===== src/rtl/rs_pkg.sv =====
// Shared Reed-Solomon constants for the GF(256) encoder and decoder.
// Generator roots are a^0..a^3 with a=0x02 over primitive polynomial 0x11D.
package rs_pkg;

  localparam logic [8:0] GF_PRIM = 9'h11D;
  localparam int RS_NPAR = 4;

  // GEN[i] is the x^i coefficient of the monic degree-4 generator
  localparam logic [RS_NPAR-1:0][7:0] GEN = {
    8'h0F, 8'h36, 8'h78, 8'h40
  };

  typedef enum logic {
    MSG,
    PAR
  } enc_state_t;

endpackage


===== src/rtl/gf256_mult.sv =====
// Combinational GF(256) multiplier, shift-and-add reduced by GF_PRIM.
// Shared by the encoder parity network and the decoder syndrome path.
module gf256_mult (
  input  logic [7:0] a,
  input  logic [7:0] b,
  output logic [7:0] y
);
  import rs_pkg::*;

  logic [7:0] sh;

  always_comb begin
    y  = '0;
    sh = a;
    for (int i = 0; i < 8; i++) begin
      if (b[i]) y = y ^ sh;
      sh = {sh[6:0], 1'b0}
         ^ (sh[7] ? GF_PRIM[7:0] : 8'h00);
    end
  end

endmodule


===== src/rtl/rs_encoder.sv =====
// Systematic RS(N,K) encoder: passes K message symbols through,
// then appends 4 parity symbols from an LFSR divider by g(x).
module rs_encoder #(
  parameter int N = 32,
  parameter int K = 28
) (
  input  logic       i_clk,
  input  logic       i_rst_n,
  input  logic       i_valid,
  output logic       o_ready,
  input  logic [7:0] i_data,
  output logic       o_valid,
  input  logic       i_ready,
  output logic [7:0] o_data,
  output logic       o_first,
  output logic       o_last
);
  import rs_pkg::*;

  localparam logic [4:0] LAST_MSG = 5'(K - 1);
  localparam logic [1:0] TOP_IDX  = 2'(N - K - 1);

  enc_state_t state, state_nx;

  logic [4:0] count;
  logic [1:0] idx;
  logic [RS_NPAR-1:0][7:0] p;
  logic [RS_NPAR-1:0][7:0] prod;
  logic [7:0] fb;
  logic out_free;
  logic accept;
  logic emit;

  assign out_free = !o_valid || i_ready;
  assign fb = i_data ^ p[3];

  for (genvar g = 0; g < RS_NPAR; g++) begin : g_mul
    gf256_mult u_mult (
      .a (fb),
      .b (GEN[g]),
      .y (prod[g])
    );
  end

  always_comb begin
    state_nx = state;
    o_ready  = 1'b0;
    accept   = 1'b0;
    emit     = 1'b0;
    case (state)
      MSG: begin
        o_ready = out_free;
        accept  = i_valid && out_free;
        if (accept && count == LAST_MSG)
          state_nx = PAR;
      end
      PAR: begin
        emit = out_free;
        if (emit && idx == 2'd0)
          state_nx = MSG;
      end
      default: state_nx = MSG;
    endcase
  end

  always_ff @(posedge i_clk or negedge i_rst_n) begin
    if (!i_rst_n) state <= MSG;
    else          state <= state_nx;
  end

  always_ff @(posedge i_clk or negedge i_rst_n) begin
    if (!i_rst_n) begin
      o_valid <= 1'b0;
      o_data  <= '0;
      o_first <= 1'b0;
      o_last  <= 1'b0;
      p       <= '0;
      count   <= '0;
      idx     <= '0;
    end else if (accept) begin
      o_valid <= 1'b1;
      o_data  <= i_data;
      o_first <= (count == 5'd0);
      o_last  <= 1'b0;
      p[3]    <= p[2] ^ prod[3];
      p[2]    <= p[1] ^ prod[2];
      p[1]    <= p[0] ^ prod[1];
      p[0]    <= prod[0];
      count   <= count + 5'd1;
      if (count == LAST_MSG) idx <= TOP_IDX;
    end else if (emit) begin
      o_valid <= 1'b1;
      o_data  <= p[idx];
      o_first <= 1'b0;
      o_last  <= (idx == 2'd0);
      idx     <= idx - 2'd1;
      // last parity out: ready the divider for a fresh codeword
      if (idx == 2'd0) begin
        p     <= '0;
        count <= '0;
      end
    end else if (out_free) begin
      o_valid <= 1'b0;
      o_first <= 1'b0;
      o_last  <= 1'b0;
    end
  end

endmodule


===== config.mk =====
export PLATFORM = sky130hd
export DESIGN_NAME = rs_encoder
export DESIGN_NICKNAME = d
export VERILOG_FILES = /design/src/rtl/rs_pkg.sv /design/src/rtl/gf256_mult.sv /design/src/rtl/rs_encoder.sv
export SDC_FILE = /design/constraint.sdc
export NUM_CORES = 1
export LEC_CHECK = 0
export ABC_AREA = 1
export BUFFER_PORTS_ARGS = -buffer_cell sky130_fd_sc_hd__buf_2
export CAP_MARGIN = 10
export CORE_AREA = 2 2 89 91
export DETAILED_ROUTE_END_ITERATION = 7
export DIE_AREA = 0 0 91 93
export PLACE_DENSITY = 0.62
export SYNTH_ARGS = -nofsm -noshare
export SYNTH_HDL_FRONTEND = slang
export SYNTH_SLANG_ARGS = --single-unit

===== constraint.sdc =====
create_clock -name i_clk -period 1.85 [get_ports i_clk]
set_input_delay 0.2775 -clock i_clk [delete_from_list [all_inputs] [get_ports i_clk]]
set_output_delay 0.2775 -clock i_clk [all_outputs]
set_load 0.1 [all_outputs]

==> results_dict.tcl <==
set metrics [dict create \
    cp.required_ns 2.06 \
    finalSetupViolCount 0 \
    portBuffers 23 \
    r2r_setup_slack_ns 0.09 \
    crit_end "p[15]" \
    drt_wl_total_mm 10.3 \
    dp_hpwl_mm 7.74 \
    clk_latency_ns 0.31 \
    final_nets 592 \
    period_share_pct 95.2 \
    area_growth_pct 16.9 \
    dieArea_um2 8460 \
    critPathLaunchType "register" \
    antenna_found_initial 0 \
    avgSynthCellArea_um2 6.88 \
    worst_r2r_path_depth 13 \
    die-width_um 91 \
    drive_gt1_share_pct 20.6 \
    synth_cells 530 \
    vias 3544 \
    postRouteAntennaNets 0 \
    clkTransAtPathRegs_ns 0.10 \
    slew_violations 0 \
    grtUsageTotal_pct 25.8 \
    core_um2 7530 \
    fillers 749 \
    vias_per_cell 5.21 \
    worst_pin_slew_ns 0.486 \
    r2r-start "p[31]" \
    syn_nets 545 \
    final_cell_mix "186 x nand2_1, 59 x nand3_1, 50 x inv_1, 50 x dfrtp_1, 28 x nand2_2" \
    clockRootBuffer "clkbuf_8" \
    clk_path_buf_depth 2 \
    ctsHtreeMaxLevel 2 \
    start_util_pct 48.4 \
    outcome "complete, no violations" \
    fp-row-count 32 \
    rsz0062_at_grt "true" \
    hold_path_class "in -> reg" \
    final_common_cell "nand2_1" \
    cts_num_sinks 51 \
    synth.cell_area_um2 3650 \
    grt_pass1_wl_mm 17.2 \
    synth_largest_area_cell "dfrtp_1" \
    wl_per_cell_um 15.1 \
    critical_path_class "reg -> reg" \
    ys_top_cells_by_area "dfrtp_1 35%, nand2_1 20%, nand3_1 8.1%" \
    drt_iter0_markers 242 \
    cap_violations 0 \
    diodes 0 \
    crit_start "p[31]" \
    ios 24 \
    tritoncts "yes" \
    die_y_um 93 \
    fin_hold_ws_ns 0.250 \
    grt_pass1_vias 3446 \
    cts_made_buffers 5 \
    yosysWarnings 0 \
    endpoint_kind "register" \
    routabilityCongestion 0.906 \
    grt_max_degree 19 \
    min_period_ns 1.76 \
    fmax_mhz 568 \
    skew_ns 0.00614 \
    r2r_end "p[15]" \
    synth_seq_area_share_pct 35.0 \
    arrival_ns 1.97 \
    slew_headroom_pct 67.8 \
    drc_errors 0 \
    final-hold-violation-count 0 \
    grt.overflow.total 0 \
    crit_fanout 11 \
    yosysTopAreaCellShare_pct 35.0 \
    ys_types 33 \
    drtPass1Iterations 5 \
    synth-seq-cells 51 \
]
## worst max-delay path, stage by stage, from the launching register on
cell and delay, ns:
dfrtp_1 0.43, inv_2 0.09, nand2_1 0.09, nand2_4 0.11, nand2_1 0.11, nand3_1 0.10, nand2_1 0.09, buf_12 0.16
nand2_1 0.06, nand2_1 0.09, nand2_1 0.11, nand3_1 0.10, nand3_1 0.08, nand2_1 0.05
## final cells by class
type	instances	area (µm²)	area share [%]
Clock buffer	7	86.3	2.03
Clock inverter	1	8.76	0.205
Inverter	62	240	5.64
Multi-Input combinational cell	404	2150	50.5
Sequential cell	51	1280	30.0
Tap cell	102	128	2.99
Timing Repair Buffer	53	368	8.63
## synthesized netlist by cell type, drive strengths merged
cell type / instances
a211oi: 1
a21oi: 17
a221oi: 2
a31oi: 1
buf: 7
clkbuf: 6
dfrtp: 51
ha: 3
inv: 62
nand2: 225
nand3: 61
nand3b: 1
nor2: 13
nor4: 1
o211ai: 6
o21ai: 25
o21bai: 1
o221ai: 1
o22ai: 14
o311ai: 1
o32ai: 1
o41ai: 1
xnor2: 10
xor2: 19
## cell families after synthesis
logic type               after synthesis  share of synthesized area (%)
XOR/XNOR                              29                           7.58
AND/OR/NAND/NOR                      301                           36.7
flip-flops                            51                           35.0
AO/OA/AOI/OAI                         71                           11.4
adder cells (fa/ha/maj)                3                           1.03
buffers and inverters                 75                           8.27
## registers in the layout, summed over array words and instances (netlist names)
signal and flops:
o_data 8, count 5, o_last 1, idx 2, state 1, o_first 1, p 32, o_valid 1
## what timing repair did
action / CTS / global route
gates resized for setup: 0 / 18
hold endpoints to repair: 16 / 0
setup endpoints to repair: 0 / 17
hold buffers: 1 / 0
setup buffers: 0 / 5
## how the worst min path moves through the flow
| stage | slack, ns | start | depth (start not counted) | end |
|---|---|---|---|---|
| floorplan | -0.02 | i_rst_n | 0 | count[0] |
| global placement | 0.22 | i_rst_n | 1 | count[3] |
| detailed placement | 0.23 | i_rst_n | 1 | count[4] |
| CTS | 0.25 | i_ready | 4 | o_last |
| global route | 0.26 | i_ready | 4 | o_last |
| finish | 0.25 | i_ready | 4 | o_first |
## stage by stage
stage | area (µm²) | utilization (%) | setup slack (ns) | TNS (ns) | cells
floorplan | 3680 | - | -0.244 | -4.63 | 530
global placement | 4050 | 53.8 | 0.0694 | 0 | 666
detailed placement | 4050 | 53.8 | 0.0433 | 0 | 666
CTS | 4150 | 55.2 | 0.0413 | 0 | 675
global route | 4260 | 56.6 | -0.0610 | -0.322 | 680
finish | 4260 | 56.6 | 0.0882 | 0 | 680
## per-layer routing
layer  GRT usage, %  wire length [µm]
met1           36.2              4790
met2           43.0              4920
met3           3.38               469
met4           5.43                76
met5              0                 0
Power is not shown: default switching activity piles up to over one toggle a cycle in this logic, so the estimate is an artifact.
